==> src/rtl/audio_stream_pkg.sv <==
// Shared types for the packetised audio sample stream: default widths,
// the per-frame result layout and the frame sink state encoding.
package audio_stream_pkg;

    localparam int SAMPLE_W_DEF  = 16;
    localparam int MAX_BEATS_DEF = 1024;
    localparam int CNT_W_DEF     = $clog2(MAX_BEATS_DEF + 1);
    localparam int ACC_W_DEF     = 2 * SAMPLE_W_DEF + $clog2(MAX_BEATS_DEF);

    // Result layout at the default widths, for consumers of the stats beat.
    typedef struct packed {
        logic [SAMPLE_W_DEF-1:0] peak;
        logic [ACC_W_DEF-1:0]    energy;
        logic [CNT_W_DEF-1:0]    count;
        logic                    overflow;
    } frame_stats_t;

    typedef enum logic [1:0] {
        ACCUM = 2'd0,
        DRAIN = 2'd1,
        OUT   = 2'd2
    } state_t;

endpackage

==> src/rtl/sample_sq_stage.sv <==
// Registered magnitude and square of a signed sample, with a valid bit
// travelling alongside and a synchronous clear.
module sample_sq_stage #(
    parameter int SAMPLE_W = 16
) (
    input  logic                  clk,
    input  logic                  clr,
    input  logic                  in_valid,
    input  logic [SAMPLE_W-1:0]   data,
    output logic                  out_valid,
    output logic [SAMPLE_W-1:0]   mag,
    output logic [2*SAMPLE_W-1:0] sq
);

    logic [SAMPLE_W-1:0]   abs_val;
    logic [2*SAMPLE_W-1:0] abs_wide;

    // Negating the most negative value wraps to 2^(W-1), which is exact as unsigned.
    assign abs_val  = data[SAMPLE_W-1] ? (~data + 1'b1) : data;
    assign abs_wide = {{SAMPLE_W{1'b0}}, abs_val};

    always_ff @(posedge clk) begin
        if (clr) begin
            out_valid <= 1'b0;
            mag       <= '0;
            sq        <= '0;
        end else begin
            out_valid <= in_valid;
            if (in_valid) begin
                mag <= abs_val;
                sq  <= abs_wide * abs_wide;
            end
        end
    end

endmodule

==> src/rtl/frame_peak_energy.sv <==
// Frame sink: accumulates peak magnitude, energy and beat count per frame
// and emits one registered result beat per frame.
module frame_peak_energy
    import audio_stream_pkg::*;
#(
    parameter int SAMPLE_W  = SAMPLE_W_DEF,
    parameter int MAX_BEATS = MAX_BEATS_DEF,
    parameter int CNT_W     = $clog2(MAX_BEATS + 1),
    parameter int ACC_W     = 2 * SAMPLE_W + $clog2(MAX_BEATS)
) (
    input  logic                clk,
    input  logic                rst_n,
    input  logic                s_valid,
    output logic                s_ready,
    input  logic [SAMPLE_W-1:0] s_data,
    input  logic                s_last,
    output logic                m_valid,
    input  logic                m_ready,
    output logic [SAMPLE_W-1:0] m_peak,
    output logic [ACC_W-1:0]    m_energy,
    output logic [CNT_W-1:0]    m_count,
    output logic                m_overflow,
    output state_t              fsm_state
);

    // Handshake: a beat moves on a channel at the rising edge where valid and
    // ready are both high; valid holds its payload stable until that edge.

    state_t state, next_state;

    logic [CNT_W-1:0]      beat_cnt;
    logic                  accept, at_limit, close, ovf_close, handshake;
    logic                  pipe_valid;
    logic [SAMPLE_W-1:0]   pipe_mag;
    logic [2*SAMPLE_W-1:0] pipe_sq;
    logic [SAMPLE_W-1:0]   acc_peak;
    logic [ACC_W-1:0]      acc_energy;
    logic [CNT_W-1:0]      acc_count;
    logic                  acc_ovf;

    assign s_ready   = rst_n && (state == ACCUM);
    assign accept    = s_valid && s_ready;
    assign at_limit  = (beat_cnt == CNT_W'(MAX_BEATS - 1));
    assign close     = accept && (s_last || at_limit);
    assign ovf_close = accept && at_limit && !s_last;
    assign handshake = m_valid && m_ready;
    assign fsm_state = state;

    always_comb begin
        next_state = state;
        case (state)
            ACCUM:   if (close) next_state = DRAIN;
            DRAIN:   next_state = OUT;
            OUT:     if (handshake) next_state = ACCUM;
            default: next_state = ACCUM;
        endcase
    end

    always_ff @(posedge clk) begin
        if (!rst_n) state <= ACCUM;
        else        state <= next_state;
    end

    sample_sq_stage #(.SAMPLE_W(SAMPLE_W)) u_sq (
        .clk       (clk),
        .clr       (!rst_n),
        .in_valid  (accept),
        .data      (s_data),
        .out_valid (pipe_valid),
        .mag       (pipe_mag),
        .sq        (pipe_sq)
    );

    // Beats accepted so far in the open frame; decides the forced close.
    always_ff @(posedge clk) begin
        if (!rst_n || close) beat_cnt <= '0;
        else if (accept)     beat_cnt <= beat_cnt + 1'b1;
    end

    always_ff @(posedge clk) begin
        if (!rst_n || handshake) begin
            acc_peak   <= '0;
            acc_energy <= '0;
            acc_count  <= '0;
            acc_ovf    <= 1'b0;
        end else begin
            if (ovf_close) acc_ovf <= 1'b1;
            if (pipe_valid) begin
                if (pipe_mag > acc_peak) acc_peak <= pipe_mag;
                acc_energy <= acc_energy + ACC_W'(pipe_sq);
                acc_count  <= acc_count + 1'b1;
            end
        end
    end

    // The first OUT cycle waits for stage 2 to settle, then the result is captured.
    always_ff @(posedge clk) begin
        if (!rst_n) begin
            m_valid    <= 1'b0;
            m_peak     <= '0;
            m_energy   <= '0;
            m_count    <= '0;
            m_overflow <= 1'b0;
        end else begin
            m_valid <= (state == OUT) && (next_state == OUT);
            if (state == OUT && !m_valid) begin
                m_peak     <= acc_peak;
                m_energy   <= acc_energy;
                m_count    <= acc_count;
                m_overflow <= acc_ovf;
            end
        end
    end

endmodule
==> config.mk <==
export PLATFORM = sky130hd
export DESIGN_NAME = frame_peak_energy
export DESIGN_NICKNAME = d
export VERILOG_FILES = /design/src/rtl/audio_stream_pkg.sv /design/src/rtl/sample_sq_stage.sv /design/src/rtl/frame_peak_energy.sv
export SDC_FILE = /design/constraint.sdc
export NUM_CORES = 1
export LEC_CHECK = 0
export BUFFER_PORTS_ARGS = -buffer_cell sky130_fd_sc_hd__buf_2
export CAP_MARGIN = 20
export CORE_MARGIN = 2
export CORE_UTILIZATION = 65
export CTS_CLUSTER_SIZE = 12
export DETAILED_ROUTE_END_ITERATION = 10
export GPL_ROUTABILITY_DRIVEN = 0
export GPL_TIMING_DRIVEN = 0
export PLACE_DENSITY = 0.95
export SYNTH_ARGS = -nofsm -noshare
export SYNTH_HDL_FRONTEND = slang
export SYNTH_HIERARCHICAL = 1
export SYNTH_SLANG_ARGS = --single-unit
==> constraint.sdc <==
create_clock -name clk -period 16.4 [get_ports clk]
set_input_delay 2.46 -clock clk [delete_from_list [all_inputs] [get_ports clk]]
set_output_delay 2.46 -clock clk [all_outputs]
set_load 0.01 [all_outputs]
==> impl_results.md, run 1 <==
* CTS buffer count at 21
* CORE AREA at 0.0251 mm2
* Crit end category: flip-flop
* # hold bufs at CTS at 0
* Worst R2R End: acc_energy[38]
* Relative max-transition margin at 0.226
* Layout Skew at about 0.014 ns
* Crit-path max FO at 10
* Mapped Cells at 1963
* Unrepaired setup endpoints after global routing: false
* Syn-to-layout area delta at 9.07%
* Maxcap violations at 0
* Hold worst-path end: beat_cnt[10]
* Final Hold Viols at 0
* Primary FF master, synth: dfxtp_1
* Die Wd at 164 um
* Clock Pin Slew Worst Setup and Hold Paths at 0.06 ns
* Root Driver: clkbuf_16
* Multi-input logic area at 0.0112 mm2
* # Post-CTS Setup Buffers at 0
* Register area at just over 0.004 mm2
* Die area at 0.0268 mm2
* Gr usage total at 0.334
* Worst Reg-to-Reg Cells at 13
* Setup violators final at 0
* Critical Path Source Type: input port
* CP Class: in2reg
* Tcrit/Tclk final at 0.734
* Ys async rst share at 0
* Final #Nets at 2425
* Dpl hpwl at 34100 um
* First-pass GRT wire length at 72300 um
* H-Tree Level Count at 1
* Clock period minus worst slack at around 12 ns
* CTS tree: yes
* Post-synth EDFFs at 0
* Vias in the first global route at 15.2k
* Die height at about 160 um
* Number of diodes at 0
* Gr ovfl total at 0
* RR Startpoint: u_sq/mag[0]
* Seq/Total Area, Yosys at 0.242
* Iter 0 DRT Violations at 1476
* Worst hold path stage count at 2
* CP arrival at 12.44 ns
* WL per Instance at between 15 and 20 um
* Proportion of layout cells with a drive suffix above 1 at 0.0729
* Setup tns final at 0 ns
* Worst skew pair latency at 0.50 ns
* Avg Cell Area, Syn at 8.46 um2
* Most numerous cell on the critical path: inv_1
* Yosys cell types at 81
* Initial antenna violation count at 0
* Worst min path class: reg2reg
* Clk sinks at 201
* Max incr delay on CP at about 0.83 ns
* Total Routed Length at between 40000 and 50000 um
* Syn Std Cell Area at 0.0166 mm2
* Critical Path RT at 16.80 ns
* Pin count of the biggest net entering global routing at 14
* Syn. warnings at 6
* Fillers at 1671
* Max-slew violations at 0
* Initial Util at 0.661
* Remaining DRCs at 0
* Max clock buf depth at 3
* Status: completed
* Drt pass-1 iters at 6
* Row Count at 58
* Post-DRT Antenna Nets at 0
* Vias per cell at 6.07
* Vias at around 15k
* Top Ports at 95
* Synth Register Bits at 201
* Hold_sp: beat_cnt[10]
* R2r setup slk at between 10 and 15 ns
* Post-cts resize count at 0
* Crit-path slowest cell: clkinv_1
* Worst Tran Pin Value at 1.16 ns
* F_max at 0.0830 GHz
* Port Buffers at 94
cell type report:
type / instances / area share
multi-input cells: 1401 / 0.619
flip-flops and latches: 201 / 0.222
inverters: 292 / 0.0605
clock buffers: 27 / 0.0303
repair buffers: 96 / 0.0267
well taps: 330 / 0.0228
plain buffers: 79 / 0.0176
clock inverters: 4 / 0.00131
cells by family after synthesis:
family	share of synthesized area
fa+ha+maj	0.310
xor+xnor	0.0500
other cells	0.000452
simple gates	0.158
compound gates	0.127
buf+inv	0.0852
flops	0.242
mux	0.0265
registers in the layout (all words and copies together), names as in the netlist:
register,count
acc_energy,42
m_energy,42
u_sq/sq,30
acc_peak,16
m_peak,16
u_sq/mag,16
acc_count,11
beat_cnt,11
m_count,11
fsm_state,2
acc_ovf,1
m_overflow,1
m_valid,1
u_sq/out_valid,1
metrics by stage:
step / setup slack, ns / hold WS [ns] / util / area, um2 / std cells
3_3_place_gp: 4.54 / 0.428 / 0.698 / 17500 / 2397
4_1_cts: 4.37 / 0.444 / 0.721 / 18100 / 2429
6_report: 4.36 / 0.442 / 0.721 / 18100 / 2430
2_1_floorplan: 6.60 / 0.420 / - / 16600 / 1973
3_5_place_dp: 3.95 / 0.434 / 0.698 / 17500 / 2398
5_1_grt: 4.15 / 0.467 / 0.721 / 18100 / 2430
cell usage in the layout (no fill, tap or decap), drive strengths merged, types with 7 or more instances in the layout:
| master | count |
|---|---|
| conb | 12 |
| clkbuf | 89 |
| nor3 | 13 |
| nand4 | 19 |
| xnor2 | 49 |
| a31oi | 8 |
| clkinv | 9 |
| nor2 | 182 |
| ha | 146 |
| fa | 166 |
| a211oi | 22 |
| mux2i | 44 |
| a21oi | 146 |
| o211ai | 11 |
| xor2 | 44 |
| and3 | 16 |
| and2 | 7 |
| nor2b | 9 |
| inv | 287 |
| buf | 113 |
| a21o | 19 |
| nand3 | 35 |
| dfxtp | 201 |
| o21ai | 54 |
| o31ai | 19 |
| o21bai | 7 |
| nand2 | 281 |
| or3 | 14 |
cells in the mapped netlist (5+ instances only):
cell / count / share of area
clkinv_1: 6 / 0.0014
or3_1: 12 / 0.0045
ha_1: 146 / 0.11
o21a_1: 6 / 0.0027
xnor2_1: 47 / 0.025
nand2_1: 279 / 0.063
a21o_1: 18 / 0.0081
clkbuf_1: 61 / 0.014
fa_1: 166 / 0.20
buf_2: 5 / 0.0015
o21bai_1: 7 / 0.0032
xor2_1: 44 / 0.023
nand2b_1: 6 / 0.0023
o31ai_1: 19 / 0.0086
o22ai_1: 6 / 0.0023
o21ai_0: 50 / 0.015
mux2i_1: 44 / 0.027
nand3_1: 35 / 0.011
and3_1: 16 / 0.0060
nor3_1: 13 / 0.0039
nor2_1: 182 / 0.041
nor2b_1: 9 / 0.0034
a211oi_1: 21 / 0.0095
a21oi_1: 145 / 0.044
o211ai_1: 10 / 0.0045
inv_1: 286 / 0.065
nand4_1: 19 / 0.0072
dfxtp_1: 201 / 0.24
a31oi_1: 8 / 0.0030
buf_1: 9 / 0.0020
and2_1: 5 / 0.0019
layer usage:
layer / track usage / vias to the layer above / share of wire
met2: 0.578 / 838 / 0.48
met3: 0.0606 / 267 / 0.087
met1: 0.394 / 7007 / 0.37
met4: 0.182 / 0 / 0.061
met5: 0 / - / 0
li1: - / 6649 / -
critical path, delay by kind of cell:
kind            cells  cell delay (ns)
buf+inv            13             2.72
compound gates      3             0.74
fa+ha+maj           8             3.67
simple gates        7             2.03
xor+xnor            1             0.82
how the worst max path moves through the flow:
stage,depth (start not counted),to,start
global route,32,u_sq/sq[30],s_data[0]
CTS,31,u_sq/sq[30],s_data[0]
global placement,31,u_sq/sq[30],s_data[0]
detailed placement,31,u_sq/sq[30],s_data[0]
finish,32,u_sq/sq[30],s_data[0]
floorplan,30,u_sq/sq[30],s_data[0]
Power of run 1 is not shown: default switching activity piles up to over one toggle a cycle in this logic, so the estimate is an artifact.
==> run 2: changes to the inputs <==
Settings changed: CORE_UTILIZATION 65 to 63, PLACE_DENSITY 0.95 to 0.93.
Clock period 16.4 ns to 12.37 ns, I/O delays scaled along.
==> run 2 against run 1 <==
Effect of this change:
- routed wire length increased by 0.59%
- worst setup slack got worse by 3.3 ns
- worst hold slack better by 0.0086 ns
- clock skew up 0.012 ns
- final cell count up 0.25%
- first-iteration DRC count rose by 20%
- sequential share of layout area fell by 0.11 points
==> impl_results.md, run 2 (synthesis results as in run 1) <==
* Non-Filler Instances at 2436
* Max clock buf depth at 3
* Total Routed Length at 44500 um
* Critical Path RT at 12.77 ns
* RR Startpoint: u_sq/mag[0]
* Met3 wire length at 4110 um
* Setup violators final at 0
* Pin count of the biggest net entering global routing at 14
* Max Used Layer: met4
* Row Count at 59
* M1 WL at about 16000 um
* Dpl hpwl at 34000 um
* Most frequent cells in the layout: 286 x inv_1, 279 x nand2_1, 201 x dfxtp_1
* Syn-to-layout area delta at 9.60%
* Initial antenna violation count at 0
* Most numerous cell on the critical path: inv_1
* CP Class: in2reg
* Remaining DRCs at 0
* Design Area, Final at 0.0182 mm2
* # hold bufs at CTS at 0
* Most common cell after layout, fill and taps aside: inv_1
* Cell family with the largest share of critical-path delay: adder cells
* # Post-CTS Setup Buffers at 0
* Setup crit start: s_data[0]
* Relative max-transition margin at 0.173
* Iter 0 DRT Violations at 1772
* Die area at 0.0277 mm2
* Post-cts resize count at 0
* Hold_sp: m_peak[9]
* Proportion of layout cells with a drive suffix above 1 at 0.0743
* Tcrit/Tclk final at 0.912
* Crit end category: flip-flop
* Max-slew violations at 0
* Crit-path max FO at 10
* Met2 routed WL at 21400 um
* First-pass GRT wire length at 73000 um
* Post-DP Area at 0.0175 mm2
* Root Driver: clkbuf_16
* Final #Nets at 2427
* Setup tns final at 0 ns
* Crit-path slowest cell: xor2_1
* Layout Skew at 0.0255 ns
* Gr usage total at 0.320
* H-Tree Level Count at 1
* Status: completed
* Die height at 166 um
* CP arrival at around 12 ns
* Max incr delay on CP at around 0.89 ns
* Clock period minus worst slack at about 11 ns
* Gr ovfl total at 0
* Final Hold Viols at 0
* Vias at 14.9k
* Number of diodes at 0
* Buf+Inv Stages, Crit Path at 13
* Drt pass-1 iters at 6
* Die Wd at 166 um
* Worst min path class: reg2reg
* Maxcap violations at 0
* Port Buffers at 94
* Vias per cell at 6.11
* Unrepaired setup endpoints after global routing: false
* Top flop regs: acc_energy (42), m_energy (42), u_sq/sq (30)
* Top Ports at 95
* Critical Path Source Type: input port
* F_max at 0.0887 GHz
* CTS buffer count at 21
* Post-DRT Antenna Nets at 0
* WL per Instance at 18.3 um
* Vias in the first global route at about 16k
* Initial Util at 0.639
* Clk sinks at 201
* CORE AREA at 0.0260 mm2
* Worst Tran Pin Value at ~1.2 ns
* R2r setup slk at 9.35 ns
* Cells after DPL at 2403
* CTS tree: yes
* Clock Pin Slew Worst Setup and Hold Paths at 0.06 ns
* Worst skew pair latency at 0.50 ns
run 2: worst min-delay path: stages, from the launching register on:
cell and delay [ns]:
dfxtp_1 0.30, nand2_1 0.05, a21oi_1 0.05
run 2: per-stage QoR:
step                hold slack, ns  utilization  worst slack [ns]
finish                       0.450        0.700              1.09
floorplan                    0.420            -              3.17
global placement             0.428        0.674              1.18
CTS                          0.451        0.699              1.22
global route                 0.463        0.700             0.670
detailed placement           0.441        0.675             0.763
run 2: worst paths after layout:
check	depth (start not counted)	end
worst min-delay path	2	m_peak[9]
worst max register to register	13	acc_energy[32]
worst min register to register	2	m_peak[9]
worst max-delay path	32	u_sq/sq[30]
run 2: routing by layer:
layer	up-vias	global-route usage
met5	-	0
met1	7098	0.369
li1	6620	-
met2	881	0.556
met3	275	0.0639
met4	0	0.181
run 2: area by class of cell:
type | instances | area, um2
buffer | 79 | 318
clock buffer | 28 | 592
clock inverter | 2 | 38.8
fill | 1756 | 7790
inverter | 292 | 1100
multi-input combinational | 1401 | 11200
sequential | 201 | 4020
tap | 335 | 419
timing repair buffer | 98 | 505
Power of run 2 is left out for the same reason.
==> run 3: changes to the inputs <==
Settings changed: CORE_MARGIN 2 to unset, CORE_UTILIZATION 63 to 50, PLACE_DENSITY 0.93 to 0.78.
==> run 3 against run 2 <==
Effect of this change:
- die area rose by 23%
- routed wire length down 8.4%
- register-to-register slack improved by 0.08 ns
- sequential share of layout area down 0.23 points
- critical path type unchanged
- non-clock buffer count is the same
- global-route usage decreased by 7.0 points
==> impl_results.md, run 3 (synthesis results as in run 1) <==
* Status: completed
* Gr usage total at 0.249
* Initial Util at 0.509
* Max clock buf depth at 3
* Syn-to-layout area delta at 10.7%
* Max-slew violations at 0
* Remaining DRCs at 0
* Proportion of layout cells with a drive suffix above 1 at 0.0755
* Relative max-transition margin at 0.200
* Hold_sp: beat_cnt[10]
* Die area at 0.0339 mm2
* Worst Tran Pin Value at around 1.2 ns
* CTS tree: yes
* Worst min path class: reg2reg
* Crit-path max FO at 10
* Clock Pin Slew Worst Setup and Hold Paths at 0.06 ns
* Pin count of the biggest net entering global routing at 14
* Clock period minus worst slack at approximately 11 ns
* Total Routed Length at 40800 um
* Most common cell after layout, fill and taps aside: inv_1
* Post-DRT Antenna Nets at 0
* CTS buffer count at 22
* First-pass GRT wire length at between 60000 and 70000 um
* Fillers at 2875
* Post-Place Worst Slack at between 0.7 and 0.8 ns
* CORE AREA at between 0.03 and 0.04 mm2
* WL per Instance at 16.0 um
* Critical Path RT at between 10 and 15 ns
* F_max at around 0.094 GHz
* Final WS setup at 1.76 ns
* Unrepaired setup endpoints after global routing: false
* Dpl hpwl at approximately 32000 um
* Non-Filler Instances at 2547
* H-Tree Level Count at 1
* Most numerous cell on the critical path: inv_1
* Max incr delay on CP at 0.56 ns
* CP Class: in2reg
* Setup violators final at 0
* Die height at 184 um
* Worst hold path stage count at 2
* Worst skew pair latency at 0.50 ns
* Tcrit/Tclk final at 0.858
* Drt pass-1 iters at 6
* Cells after DPL at 2510
* Die Wd at 184 um
* RR Startpoint: u_sq/mag[0]
* # hold bufs at CTS at 0
* Number of diodes at 0
* Initial antenna violation count at 0
* Critical Path Source Type: input port
* Layout Skew at 0.00660 ns
* Vias at about 14k
* Row Count at 66
* Post-cts resize count at 0
* Final Hold Viols at 0
* Iter 0 DRT Violations at 1001
* Crit-path slowest cell: fa_1
* Port Buffers at 94
* Vias in the first global route at 14.1k
* Hold worst-path end: beat_cnt[10]
* # Post-CTS Setup Buffers at 0
* Top Ports at 95
* Crit end category: flip-flop
* Root Driver: clkbuf_16
* Vias per cell at 5.42
* Final #Nets at 2428
* Most frequent cells in the layout: 286 x inv_1, 279 x nand2_1, 201 x dfxtp_1
* Setup tns final at 0 ns
* Worst Reg-to-Reg Cells at 13
* CP arrival at 11.02 ns
* Clk sinks at 201
* Maxcap violations at 0
* Gr ovfl total at 0
* R2r setup slk at 9.43 ns
* Top flop regs: acc_energy (42), m_energy (42), u_sq/sq (30)
* Worst R2R End: acc_energy[34]
-- run 3: changes by cell type in the layout (fill, tap and decap cells not counted), sizes merged --
cell    delta
clkbuf     +2
clkinv     +2
-- run 3: layer usage --
metal,up-vias,global-route usage,part of all wire
met4,0,0.105,0.038
met3,108,0.0346,0.056
li1,6644,-,-
met2,398,0.434,0.49
met5,-,0,0
met1,6663,0.309,0.42
-- run 3: critical path, delay by kind of cell --
kind | cells | cell delay [ns]
adder cells (fa/ha/maj) | 8 | 3.62
buffers and inverters | 14 | 2.44
AND/OR/NAND/NOR | 7 | 1.88
AO/OA/AOI/OAI | 3 | 0.69
XOR/XNOR | 1 | 0.53
-- run 3: how the worst max path moves through the flow --
stage               startpoint           to
floorplan            s_data[0]  u_sq/sq[30]
global placement     s_data[0]  u_sq/sq[30]
detailed placement   s_data[0]  u_sq/sq[30]
CTS                  s_data[0]  u_sq/sq[30]
global route         s_data[0]  u_sq/sq[30]
finish               s_data[0]  u_sq/sq[30]
-- run 3: stage by stage --
step / instance area [um2] / hold WS (ns) / utilization
after floorplan: 16600 / 0.420 / -
final: 18400 / 0.437 / 0.563
after global routing: 18400 / 0.455 / 0.563
after detailed placement: 17700 / 0.430 / 0.542
after global placement: 17700 / 0.429 / 0.541
after CTS: 18400 / 0.439 / 0.563
-- run 3: cell type report --
type | instances | area, um2 | share of cell area
multi-input cells | 1401 | 11200 | 0.609
flip-flops and latches | 201 | 4020 | 0.219
inverters | 292 | 1100 | 0.0596
clock buffers | 30 | 632 | 0.0344
well taps | 442 | 553 | 0.0301
repair buffers | 98 | 509 | 0.0277
plain buffers | 79 | 318 | 0.0173
clock inverters | 4 | 48.8 | 0.00266
Power of run 3 is left out for the same reason.
